==> src/rtl/serial_op_control.sv <==
// Control unit for the bit-serial logic processor: turns debounced LoadA/LoadB/Execute
// levels into one-cycle load strobes and an exactly-N-cycle shift window.
module serial_op_control #(
  parameter int N  = 8,
  parameter int CW = $clog2(N)
) (
  input  logic          Clk,
  input  logic          Reset,
  input  logic          LoadA,
  input  logic          LoadB,
  input  logic          Execute,
  output logic          Ld_A,
  output logic          Ld_B,
  output logic          Shift_En,
  output logic          Busy,
  output logic          Done,
  output logic [CW-1:0] Count
);

  typedef enum logic [1:0] {IDLE, SHIFT, HOLD} state_t;

  localparam logic [CW-1:0] LAST = CW'(N - 1);

  state_t        state, state_n;
  logic          loada_q, loadb_q, armed;
  logic          rise_a, rise_b;
  logic [CW-1:0] count_n;
  logic          ld_a_n, ld_b_n, shift_n, done_n, busy_n;

  // armed blocks the first post-reset cycle so a level already high at release is not an edge
  assign rise_a = armed & LoadA & ~loada_q;
  assign rise_b = armed & LoadB & ~loadb_q;

  always_ff @(posedge Clk or negedge Reset) begin
    if (!Reset) begin
      state    <= IDLE;
      loada_q  <= 1'b0;
      loadb_q  <= 1'b0;
      armed    <= 1'b0;
      Count    <= '0;
      Ld_A     <= 1'b0;
      Ld_B     <= 1'b0;
      Shift_En <= 1'b0;
      Busy     <= 1'b0;
      Done     <= 1'b0;
    end else begin
      state    <= state_n;
      loada_q  <= LoadA;
      loadb_q  <= LoadB;
      armed    <= 1'b1;
      Count    <= count_n;
      Ld_A     <= ld_a_n;
      Ld_B     <= ld_b_n;
      Shift_En <= shift_n;
      Busy     <= busy_n;
      Done     <= done_n;
    end
  end

  always_comb begin
    state_n = state;
    count_n = Count;
    ld_a_n  = 1'b0;
    ld_b_n  = 1'b0;
    shift_n = 1'b0;
    done_n  = 1'b0;
    case (state)
      IDLE: begin
        count_n = '0;
        if (Execute) begin
          state_n = SHIFT;
          shift_n = 1'b1;
        end else begin
          ld_a_n = rise_a;
          ld_b_n = rise_b;
        end
      end
      SHIFT: begin
        if (Count == LAST) begin
          state_n = HOLD;
          done_n  = 1'b1;
        end else begin
          count_n = Count + CW'(1);
          shift_n = 1'b1;
        end
      end
      HOLD: begin
        if (!Execute) begin
          state_n = IDLE;
          count_n = '0;
        end
      end
      default: begin
        state_n = IDLE;
        count_n = '0;
      end
    endcase
    busy_n = (state_n != IDLE);
  end

endmodule

==> config.mk <==
export PLATFORM = sky130hd
export DESIGN_NAME = serial_op_control
export DESIGN_NICKNAME = d
export VERILOG_FILES = /design/src/rtl/serial_op_control.sv
export SDC_FILE = /design/constraint.sdc
export NUM_CORES = 1
export LEC_CHECK = 0
export BUFFER_PORTS_ARGS = -buffer_cell sky130_fd_sc_hd__buf_2
export CORE_AREA = 4 4 41 43
export DETAILED_ROUTE_END_ITERATION = 10
export DIE_AREA = 0 0 45 47
export PLACE_DENSITY_LB_ADDON = 0.3
export SLEW_MARGIN = 0
export SYNTH_ARGS = -nofsm -noshare
export SYNTH_HDL_FRONTEND = slang
export SYNTH_SLANG_ARGS = --single-unit
==> constraint.sdc <==
create_clock -name Clk -period 1.8 [get_ports Clk]
set_input_delay 0 -clock Clk [delete_from_list [all_inputs] [get_ports Clk]]
set_output_delay 0 -clock Clk [all_outputs]
set_load 0.005 [all_outputs]
==> metrics.md, run 1 <==
| Metric | Value |
|---|---|
| Result of the run | completed |
| Setup TNS Final | 0 ns |
| Final Slew Violations | 0 |
| Worst-case hold path end point | Busy |
| Fin nets | about 60 |
| Synthesized instance count | 34 |
| Starting density of the core | 37.88% |
| Antenna diode count | 0 |
| Final worst path period share | 84.41% |
| Global-route wire length before repair | 1428 um |
| Kind of launch point of the worst setup path | flip-flop |
| Hold Startpoint | Execute |
| Reg2reg setup slack | 0.28 ns |
| Vias in the first global route | 343 |
| Hold Crit Class | in -> reg |
| Maximum resistive drop on vdd | 624.4 uV |
| Wire length per cell after detailed routing | 12.53 um |
| RD Place Congestion | 0.6563 |
| RSZ-0062 raised after global routing | false |
| Top FF cell, synth | sky130_fd_sc_hd__dfrtp_1 |
| Most crowded layer after global routing | met2 |
| Met1 GRT Util | 10.53% |
| Final standard cell utilization of the core | 48.27% |
| Final routed DRC violation total | 0 |
| Post-layout power | 828.9 uW |
| CTS buffer count | 3 |
| Count of distinct cell types in the synthesized netlist | 13 |
| Kind of end point of the critical path | flip-flop |
| Grt met3 use | 3.448% |
| Initial antenna violation count | 0 |
| Count of instances resized after the clock tree is built | 0 |
| Via density | 4.809 |
| Share of the synthesized area in the top cell type | 65.99% |
| CTS root buffer | sky130_fd_sc_hd__clkbuf_4 |
| Remaining Overflow, GRT | 0 |
| Summed instance area of the synthesized netlist | around 500 um2 |
| Placed cell areas | 571.8 um2 |
| Power per cell area | 1320 mW/mm2 |
| R2R Path End | state[1] |
| Largest registers | Count x3, state x2 |
| Gr usage total | approximately a tenth |
| Number of input and output port buffers inserted | 12 |
| WP data required | ~2.0 ns |
| Die width | 45 um |
| Post-placement cell count | 61 |
| Number of cells traversed by the worst hold path | 3 |
| Setup Slack @ Placement | ~0.29 ns |
| Clk_lat worst skew | between 0.2 and 0.3 ns |
| Startpoint of the worst register-to-register path | Count[0] |
| H-tree depth | 1 |
| Most frequently used cell type in the post-synthesis netlist | sky130_fd_sc_hd__dfrtp_1 |
| Floorplan row count | 13 |
| Die height | 47 um |
| Top reg by flops | Count |
| Area inside the core boundary | 0.001301 mm2 |
| Clk slew on worst S/H paths | 0.07 ns |
| Category of the most critical setup path | reg -> reg |
| Maximum clock insertion buffer count | 2 |
| Hold Violations, Final | 0 |
| First-pass iteration count of the detailed router | 3 |
| Leading post-synthesis cells by instance count | 13 x sky130_fd_sc_hd__dfrtp_1, 3 x sky130_fd_sc_hd__nand2b_1, 3 x sky130_fd_sc_hd__o2bb2ai_1 |
| Synth async-reset ratio | 100.0% |
| GR Layer Usage met2 | 16.10% |
| Worst path arrival time | 1.68 ns |
| CTS tree | yes |
| Static leakage | about 0.31 nW |
| Area of the die | 0.002115 mm2 |
| Nets in the synthesized netlist | 41 |
| Fmax | ~660 MHz |
| Total via count in the routed design | 327 |
| Crit-path max FO | 5 |
| Final critical delay including setup and external delays | 1.519 ns |
| Final setup violation count | 0 |
| Worst Reg2Reg Path Length in Cells | 4 |
| Warnings from Yosys | 0 |
| Register bit total from synthesis | 13 |
| Total non-filler cell area in the finished layout | 628.1 um2 |
| Worst-case hold slack | 0.01330 ns |
| Cell type with the largest total area after synthesis | sky130_fd_sc_hd__dfrtp_1 |
| # clock sinks | 13 |
| Area added between synthesis and finish | 27.41% |
| Flip-flop count of the largest register after layout | 3 |
| Count of flip-flops with a built-in enable after synthesis | 0 |
| Total Routed Length | 852 um |
| Final cell count without fillers | roughly 70 |
| Pin count of the biggest net entering global routing | 14 |
| Number of antenna-violating nets in the routed design | 0 |
| Top-Level Pins | 13 |
| Top area cells in the synthesized netlist | sky130_fd_sc_hd__dfrtp_1 66%, sky130_fd_sc_hd__o2bb2ai_1 5.3%, sky130_fd_sc_hd__ha_1 5.1%, sky130_fd_sc_hd__and3b_2 4.1%, sky130_fd_sc_hd__mux2i_1 4.1% |
| Number of DRC markers after the initial detailed-route iteration | 4 |
| Sequential fraction of the synthesis area | 65.99% |
| Setup ws final | 0.2807 ns |
| Fraction of layout cells with a size suffix above 1 | 33.96% |
| HPWL after DPL | 593.5 um |
| Synthesized area divided by synthesized cell count | 14.50 um2 |
| Worst clock skew on the final layout | 0.001231 ns |
| Max_cap viols | 0 |
-- area by class of cell --
| cell class | instances | area [um2] |
|---|---|---|
| multi-input combinational | 21 | 167.7 |
| sequential | 13 | 325.3 |
| clock buffer | 4 | 26.28 |
| fill | 125 | 673.1 |
| tap | 15 | 18.77 |
| timing repair buffer | 15 | 90.09 |
-- cell families (layout without fill, tap and decap cells) --
family / after synthesis / after routing / synth area share [%]
flip-flops: 13 / 13 / 65.99
AND/OR/NAND/NOR: 10 / 10 / 14.97
AO/OA/AOI/OAI: 5 / 5 / 7.361
adder cells (fa/ha/maj): 2 / 2 / 5.075
multiplexers: 2 / 2 / 4.061
other: 1 / 1 / 0.7607
XOR/XNOR: 1 / 1 / 1.777
buffers and inverters: 0 / 19 / 0
-- power breakdown --
| part | internal (mW) | switching (mW) | leakage, nW | total (mW) |
|---|---|---|---|---|
| sequential | 0.363 | 0.0529 | 0.159 | 0.416 |
| combinational | 0.122 | 0.113 | 0.140 | 0.235 |
| clock | 0.0860 | 0.0922 | 0.0150 | 0.178 |
-- worst max path at each step --
stage,from,endpoint,slack (ns),cells after the start
global route,Count[0],state[1],0.22,4
floorplan,Count[0],state[1],0.33,4
detailed placement,Count[0],state[1],0.29,4
finish,Count[0],state[1],0.28,4
CTS,Count[0],state[1],0.27,4
global placement,Count[0],state[1],0.31,4
-- repair_timing --
item / CTS / global route
hold buffers: 3 / 0
buffers inserted: 0 / 0
hold endpoints to repair: 17 / 0
-- critical path, cell delays in order (launching register included) --
cell,delay (ns)
sky130_fd_sc_hd__dfrtp_1,0.42
sky130_fd_sc_hd__ha_1,0.21
sky130_fd_sc_hd__ha_1,0.25
sky130_fd_sc_hd__and3b_2,0.24
sky130_fd_sc_hd__or2_2,0.28
-- layout by cell type, fill, tap and decap left out, types with 2 or more instances in the layout --
| cell type | count |
|---|---|
| sky130_fd_sc_hd__nor3b_1 | 2 |
| sky130_fd_sc_hd__clkbuf_4 | 3 |
| sky130_fd_sc_hd__dfrtp_1 | 13 |
| sky130_fd_sc_hd__buf_2 | 12 |
| sky130_fd_sc_hd__dlygate4sd3_1 | 3 |
| sky130_fd_sc_hd__mux2i_1 | 2 |
| sky130_fd_sc_hd__and3b_2 | 2 |
| sky130_fd_sc_hd__o2bb2ai_1 | 3 |
| sky130_fd_sc_hd__ha_1 | 2 |
| sky130_fd_sc_hd__nand2b_1 | 3 |
| sky130_fd_sc_hd__a21oi_1 | 2 |
-- layer usage --
metal  vias up  wire length [um]
li1        159                 -
met1       152               375
met2        12               385
met3         4                64
met4         0                27
met5         -                 0
No activity file was read; power rests on OpenSTA's default activity.
==> run 2: changes to the inputs <==
Settings changed: ABC_AREA from default to 1.
Clock period 1.8 ns to 1.3 ns, I/O delays scaled along.
==> metrics.md, run 2 <==
| Metric | Value |
|---|---|
| Result of the run | completed |
| Kind of launch point of the worst setup path | flip-flop |
| Flip-flop count of the largest register after layout | 3 (unchanged) |
| Final cell count without fillers | 79 (+16%) |
| Number of antenna-violating nets in the routed design | 0 (unchanged) |
| Remaining Overflow, GRT | 0 (unchanged) |
| Wire length per cell after detailed routing | 10.65 um (-15%) |
| Maximum resistive drop on vdd | 899.0 uV (+44%) |
| Register bit total from synthesis | 13 (unchanged) |
| Die width | 45 um (unchanged) |
| CTS root buffer | sky130_fd_sc_hd__clkbuf_4 |
| Top-Level Pins | 13 (unchanged) |
| Worst path arrival time | 1.36 ns (-0.32 ns) |
| Max_cap viols | 0 (unchanged) |
| Final routed DRC violation total | 0 (unchanged) |
| Top area cells in the synthesized netlist | sky130_fd_sc_hd__dfrtp_1 67%, sky130_fd_sc_hd__nand2_1 6.2%, sky130_fd_sc_hd__ha_1 5.1%, sky130_fd_sc_hd__inv_1 4.6%, sky130_fd_sc_hd__nand4_1 3.9% |
| Setup Buffers After CTS | 0 (unchanged) |
| Fin nets | 72 (+18%) |
| Area added between synthesis and finish | 31.88% |
| Total via count in the routed design | 369 (+13%) |
| Clk slew on worst S/H paths | 0.07 ns (about the same) |
| Kind of end point of the critical path | flip-flop |
| Number of DRC markers after the initial detailed-route iteration | 0 (-4) |
| Synthesized area divided by synthesized cell count | 11.32 um2 (-22%) |
| Final critical delay including setup and external delays | 1.199 ns (-0.3206 ns) |
| Start point of the critical path | Count[1] |
| Die height | 47 um (unchanged) |
| Warnings from Yosys | 0 (unchanged) |
| Static leakage | 0.3415 nW (+8.8%) |
| Hold Violations, Final | 0 (unchanged) |
| Fraction of layout cells with a size suffix above 1 | 29.69% (-4.3 points) |
| Worst clock skew on the final layout | 0.0009378 ns (-0.0002937 ns) |
| Leading cell type in the layout, fill and taps excluded | sky130_fd_sc_hd__dfrtp_1 |
| Total Routed Length | 841 um (-1.3%) |
| Area inside the core boundary | 0.001301 mm2 (unchanged) |
| Sequential fraction of the synthesis area | 66.84% (+0.85 points) |
| Nets in the synthesized netlist | 50 (+22%) |
| Cell type with the largest total area after synthesis | sky130_fd_sc_hd__dfrtp_1 |
| Via density | 4.671 (-2.9%) |
| Final Slew Violations | 0 (unchanged) |
| RSZ-0062 raised after global routing | false |
| Hold Crit Class | in -> async |
| Power per cell area | 1798 mW/mm2 (+36%) |
| Fmax | 834.2 MHz (+27%) |
| Internal Dissipation | 796.3 uW (+39%) |
| Number of input and output port buffers inserted | 12 (unchanged) |
| NetSw | 357.6 uW (+39%) |
| WP data required | 1.46 ns (-0.50 ns) |
| Leading post-synthesis cells by instance count | 13 x sky130_fd_sc_hd__dfrtp_1, 8 x sky130_fd_sc_hd__nand2_1, 6 x sky130_fd_sc_hd__inv_1 |
| Maximum clock insertion buffer count | 2 (unchanged) |
| H-tree depth | 1 (unchanged) |
| Pin count of the biggest net entering global routing | 14 (unchanged) |
| Top FF cell, synth | sky130_fd_sc_hd__dfrtp_1 |
| First-pass iteration count of the detailed router | 1 (-2) |
| Global-route wire length before repair | 1421 um (-0.49%) |
| Relative contribution of sequential cells to total power | 49.1% (-1.1 points) |
| Gr usage total | 9.815% (-0.72 points) |
| Synthesized instance count | 43 (+26%) |
| Startpoint of the worst register-to-register path | Count[1] |
| Floorplan row count | 13 (unchanged) |
| CTS tree | yes |
| Vias in the first global route | 348 (+1.5%) |
| Summed instance area of the synthesized netlist | 486.7 um2 (-1.3%) |
| Final worst path period share | 92.21% (+7.8 points) |
| Count of flip-flops with a built-in enable after synthesis | 0 (unchanged) |
| Clock power share | 20.6% (-0.9 points) |
| Combinational share of power | 30.3% (+2.0 points) |
| CTS buffer count | 3 (unchanged) |
| Starting density of the core | 37.40% (-0.48 points) |
| Top reg by flops | Count |
| Total non-filler cell area in the finished layout | 641.9 um2 (+2.2%) |
| Area of the die | 0.002115 mm2 (unchanged) |
| HPWL after DPL | 636.4 um (+7.2%) |
| Synth async-reset ratio | 100.0% (unchanged) |
| Final setup violation count | 0 (unchanged) |
| Count of distinct cell types in the synthesized netlist | 13 (unchanged) |
| Leading cell types in the layout, fill and taps excluded | 13 x sky130_fd_sc_hd__dfrtp_1, 12 x sky130_fd_sc_hd__buf_2, 8 x sky130_fd_sc_hd__nand2_1 |
| Post-placement cell count | 71 (+16%) |
| Placed cell areas | 573.1 um2 (+0.22%) |
| Setup TNS Final | 0 ns (unchanged) |
| # clock sinks | 13 (unchanged) |
| Clk_lat worst skew | 0.27 ns (about the same) |
| Share of the synthesized area in the top cell type | 66.84% (+0.85 points) |
| Initial antenna violation count | 0 (unchanged) |
| Switching fraction of total power | 30.99% (-0.10 points) |
| RD Place Congestion | 0.7625 (+16%) |
| Most frequently used cell type in the post-synthesis netlist | sky130_fd_sc_hd__dfrtp_1 |
| Largest registers | Count x3, state x2 |
| Antenna diode count | 0 (unchanged) |
| Crit-path max FO | 4 (-1) |
| Category of the most critical setup path | reg -> reg |
-- run 2: cell types whose count changed in the layout (fill, tap and decap cells not counted), sizes merged, moves of 3 or more --
cell | previous run | this run
nand4 | 0 | 3
inv | 0 | 6
o2bb2ai | 3 | 0
nand2 | 1 | 9
nand3 | 0 | 3
nand2b | 3 | 0
-- run 2: path summary, 6_finish.rpt --
| kind | cells after the start | to | slack [ns] |
|---|---|---|---|
| setup reg to reg | 6 | Count[1] | 0.10 |
| setup / recovery | 6 | Count[1] | 0.10 |
| hold / removal | 2 | Ld_A | 0.14 |
| hold reg to reg | 1 | Ld_A | 0.41 |
| max in group asynchronous | 2 | Ld_B | 0.95 |
| min in group Clk | 2 | loada_q | 0.39 |
-- run 2: cell type report --
class / count / area, um2
clock buffers: 4 / 26.28
fillers: 132 / 659.4
repair buffers: 17 / 107.6
flip-flops and latches: 13 / 325.3
multi-input cells: 24 / 141.4
well taps: 15 / 18.77
inverters: 6 / 22.52
-- run 2: timing repair --
item,CTS,global route
gates resized for setup,0,1
setup endpoints to repair,0,3
endpoints found under the hold margin,17,0
hold buffers,4,0
-- run 2: logic make-up (layout without fill, tap and decap cells) --
family                     after synthesis  count (layout)  synth area share (%)
other                                    1               1                0.7705
adders and majority gates                2               2                 5.141
DFF                                     13              13                 66.84
and+or+nand+nor                         18              18                 19.03
buffers and inverters                    6              27                 4.627
AOI/OAI and AO/OA                        3               3                 3.598
-- run 2: stage by stage --
stage          setup slack [ns]  utilization [%]  hold WS (ns)  total power, mW
2_1_floorplan            0.1059                -       -0.2956           0.7616
3_3_place_gp            0.09595            44.04       -0.1051           0.9080
3_5_place_dp            0.05780            44.04       -0.1025           0.9207
4_1_cts                 0.04753            49.13        0.1365            1.174
5_1_grt                 0.01469            49.33        0.1506            1.266
6_report                 0.1013            49.33        0.1380            1.154
-- run 2: power by group through the flow --
stage / logic (mW) / clock network [mW] / registers [mW]
finish: 0.350 / 0.238 / 0.566
global route: 0.407 / 0.278 / 0.581
CTS: 0.355 / 0.251 / 0.568
detailed placement: 0.345 / 0 / 0.576
global placement: 0.338 / 0 / 0.570
floorplan: 0.183 / 0 / 0.579
-- run 2: routing by layer --
metal / track usage, % / wire length, um / vias to the layer above / share of wire, %
met1: 11.75 / 350 / 170 / 42
met5: 0 / 0 / - / 0
met3: 4.598 / 68 / 2 / 8.1
met4: 3.509 / 8 / 0 / 0.95
li1: - / - / 186 / -
met2: 15.54 / 413 / 11 / 49
-- run 2: critical path, stage by stage (launching register included) --
cell and delay [ns]:
sky130_fd_sc_hd__dfrtp_1 0.40, sky130_fd_sc_hd__ha_1 0.19, sky130_fd_sc_hd__ha_2 0.19, sky130_fd_sc_hd__nand3_1 0.11
sky130_fd_sc_hd__nand2_2 0.09, sky130_fd_sc_hd__nand2_1 0.07, sky130_fd_sc_hd__nand2_1 0.04
==> run 3: changes to the inputs <==
--- a/config.mk
+++ b/config.mk
@@ -9,5 +9,5 @@
 export BUFFER_PORTS_ARGS = -buffer_cell sky130_fd_sc_hd__buf_2
-export CORE_AREA = 4 4 41 43
+export CORE_AREA = 2 2 39 41
 export DETAILED_ROUTE_END_ITERATION = 10
-export DIE_AREA = 0 0 45 47
+export DIE_AREA = 0 0 41 43
 export PLACE_DENSITY_LB_ADDON = 0.3
@@ -17 +17,2 @@
 export SYNTH_SLANG_ARGS = --single-unit
+export TNS_END_PERCENT = 1
--- a/constraint.sdc
+++ b/constraint.sdc
@@ -3,2 +3,2 @@
 set_output_delay 0 -clock Clk [all_outputs]
-set_load 0.005 [all_outputs]
+set_load 0.01 [all_outputs]
==> metrics.md, run 3 (same netlist as run 2, synthesis figures left out) <==
| Metric | Value |
|---|---|
| Via density | 4.500 (-3.7%) |
| Worst clock skew on the final layout | 0.006563 ns (+0.005625 ns) |
| Initial antenna violation count | 0 (unchanged) |
| Gr usage total | 12.45% (+2.6 points) |
| Clk_lat worst skew | 0.27 ns (about the same) |
| Pin count of the biggest net entering global routing | 14 (unchanged) |
| RSZ-0062 raised after global routing | false |
| Placed cell areas | 566.8 um2 (-1.1%) |
| Remaining Overflow, GRT | 0 (unchanged) |
| Static leakage | 0.3444 nW (+0.84%) |
| Antenna diode count | 0 (unchanged) |
| Total Routed Length | 862 um (+2.5%) |
| Fmax | 823.3 MHz (-1.3%) |
| Top-Level Pins | 13 (unchanged) |
| Setup TNS Final | 0 ns (unchanged) |
| Die width | 41 um (-8.9%) |
| Register area | 325.3 um2 (unchanged) |
| HPWL after DPL | 625.9 um (-1.6%) |
| Floorplan row count | 14 (+1) |
| Setup Slack @ Placement | 0.05973 ns (+0.001935 ns) |
| Fin nets | 72 (unchanged) |
| H-tree depth | 1 (unchanged) |
| Vias in the first global route | 336 (-3.4%) |
| Starting density of the core | 35.17% (-2.2 points) |
| Start point of the critical path | Count[0] |
| Crit path largest cell delay | 0.41 ns (about the same) |
| RD Place Congestion | 0.7016 (-8.0%) |
| Total via count in the routed design | 360 (-2.4%) |
| Die height | 43 um (-8.5%) |
| Fraction of layout cells with a size suffix above 1 | 29.69% (unchanged) |
| Leading cell types in the layout, fill and taps excluded | 13 x sky130_fd_sc_hd__dfrtp_1, 12 x sky130_fd_sc_hd__buf_2, 8 x sky130_fd_sc_hd__nand2_1 |
| Number of antenna-violating nets in the routed design | 0 (unchanged) |
| Largest registers | Count x3, state x2 |
| Power per cell area | 1845 mW/mm2 (+2.6%) |
| Global-route wire length before repair | 1421 um (unchanged) |
| Setup ws final | 0.08542 ns (-0.01589 ns) |
| Leading cell type in the layout, fill and taps excluded | sky130_fd_sc_hd__dfrtp_1 |
| Number of DRC markers after the initial detailed-route iteration | 4 (+4) |
| Final worst path period share | 93.43% (+1.2 points) |
| Category of the most critical setup path | reg -> reg |
| Cells along the critical path | ha_1 > ha_1 > nand3_2 > nand2_2 > nand2_1 > nand2_1 |
| Final critical delay including setup and external delays | 1.215 ns (+0.01589 ns) |
| Final routed DRC violation total | 0 (unchanged) |
| Flip-flop count of the largest register after layout | 3 (unchanged) |
| Result of the run | completed |
| # clock sinks | 13 (unchanged) |
| Maximum clock insertion buffer count | 2 (unchanged) |
| Worst path arrival time | 1.37 ns (about the same) |
| Kind of end point of the critical path | flip-flop |
| Clk slew on worst S/H paths | 0.08 ns (about the same) |
| CTS buffer count | 3 (unchanged) |
| Maximum resistive drop on vdd | 625.7 uV (-30%) |
| Startpoint of the worst register-to-register path | Count[0] |
| Max_cap viols | 0 (unchanged) |
| Top reg by flops | Count |
| Total non-filler cell area in the finished layout | 645.6 um2 (+0.58%) |
| Post-placement cell count | 71 (unchanged) |
| Multi-input gate area in the final layout | 143.9 um2 (+1.8%) |
| Area inside the core boundary | 0.001384 mm2 (+6.3%) |
| Area added between synthesis and finish | 32.65% |
| Area of the die | 0.001763 mm2 (-17%) |
| WP data required | 1.46 ns (about the same) |
| Crit-path max FO | 4 (unchanged) |
| Number of fill cells | 142 (+7.6%) |
| CTS tree | yes |
| First-pass iteration count of the detailed router | 3 (+2) |
| CTS root buffer | sky130_fd_sc_hd__clkbuf_4 |
| Wire length per cell after detailed routing | 10.78 um (+1.2%) |
| Final setup violation count | 0 (unchanged) |
| Number of input and output port buffers inserted | 12 (unchanged) |
| Final Slew Violations | 0 (unchanged) |
| Kind of launch point of the worst setup path | flip-flop |
| Hold Crit Class | in -> async |
| Hold Violations, Final | 0 (unchanged) |
| Post-layout power | 1.191 mW (+3.2%) |
| CP max-delay cell | sky130_fd_sc_hd__dfrtp_1 |
| Final cell count without fillers | 80 (+1.3%) |
## run 3: routing by layer
layer / track usage, % / vias up / wire length [um]
li1: - / 187 / -
met1: 14.24 / 165 / 355
met2: 19.38 / 6 / 469
met3: 1.571 / 2 / 22
met4: 10.00 / 0 / 14
met5: 0 / - / 0
## run 3: power by group
part / switching [mW] / total (mW) / internal [mW]
clock network: 0.120 / 0.238 / 0.119
registers: 0.0716 / 0.574 / 0.502
logic: 0.205 / 0.379 / 0.174
total: 0.396 / 1.19 / 0.795
## run 3: what timing repair did
item,4_1_cts,5_1_grt
gates resized for setup,0,1
hold buffers,4,0
buffers inserted,0,1
setup endpoints to repair,0,3
endpoints found under the hold margin,17,0
## run 3: critical path, delay by kind of cell (launching register included)
| kind | cells | cell delay (ns) |
|---|---|---|
| adder cells (fa/ha/maj) | 2 | 0.43 |
| flip-flops | 1 | 0.41 |
| AND/OR/NAND/NOR | 4 | 0.27 |
## run 3: final timing paths
path | endpoint | slack [ns] | cells after the start
worst min-delay path | loada_q | 0.15 | 2
worst min register to register | Ld_A | 0.40 | 1
worst max-delay path | Count[1] | 0.09 | 6
max in group asynchronous | Count[0] | 0.92 | 2
worst max register to register | Count[1] | 0.09 | 6
min in group Clk | loadb_q | 0.39 | 2
## run 3: final cells by class
cell class | count | area share [%]
flip-flops and latches | 13 | 50.39
multi-input cells | 24 | 22.29
repair buffers | 17 | 16.67
clock buffers | 4 | 4.070
inverters | 6 | 3.488
well taps | 16 | 3.101
## run 3: stage by stage
step                hold slack, ns  utilization, %
floorplan                  -0.2956               -
global placement           -0.1051           40.96
detailed placement         -0.1024           40.96
CTS                         0.1434           45.75
global route                0.1843           46.65
finish                      0.1500           46.65
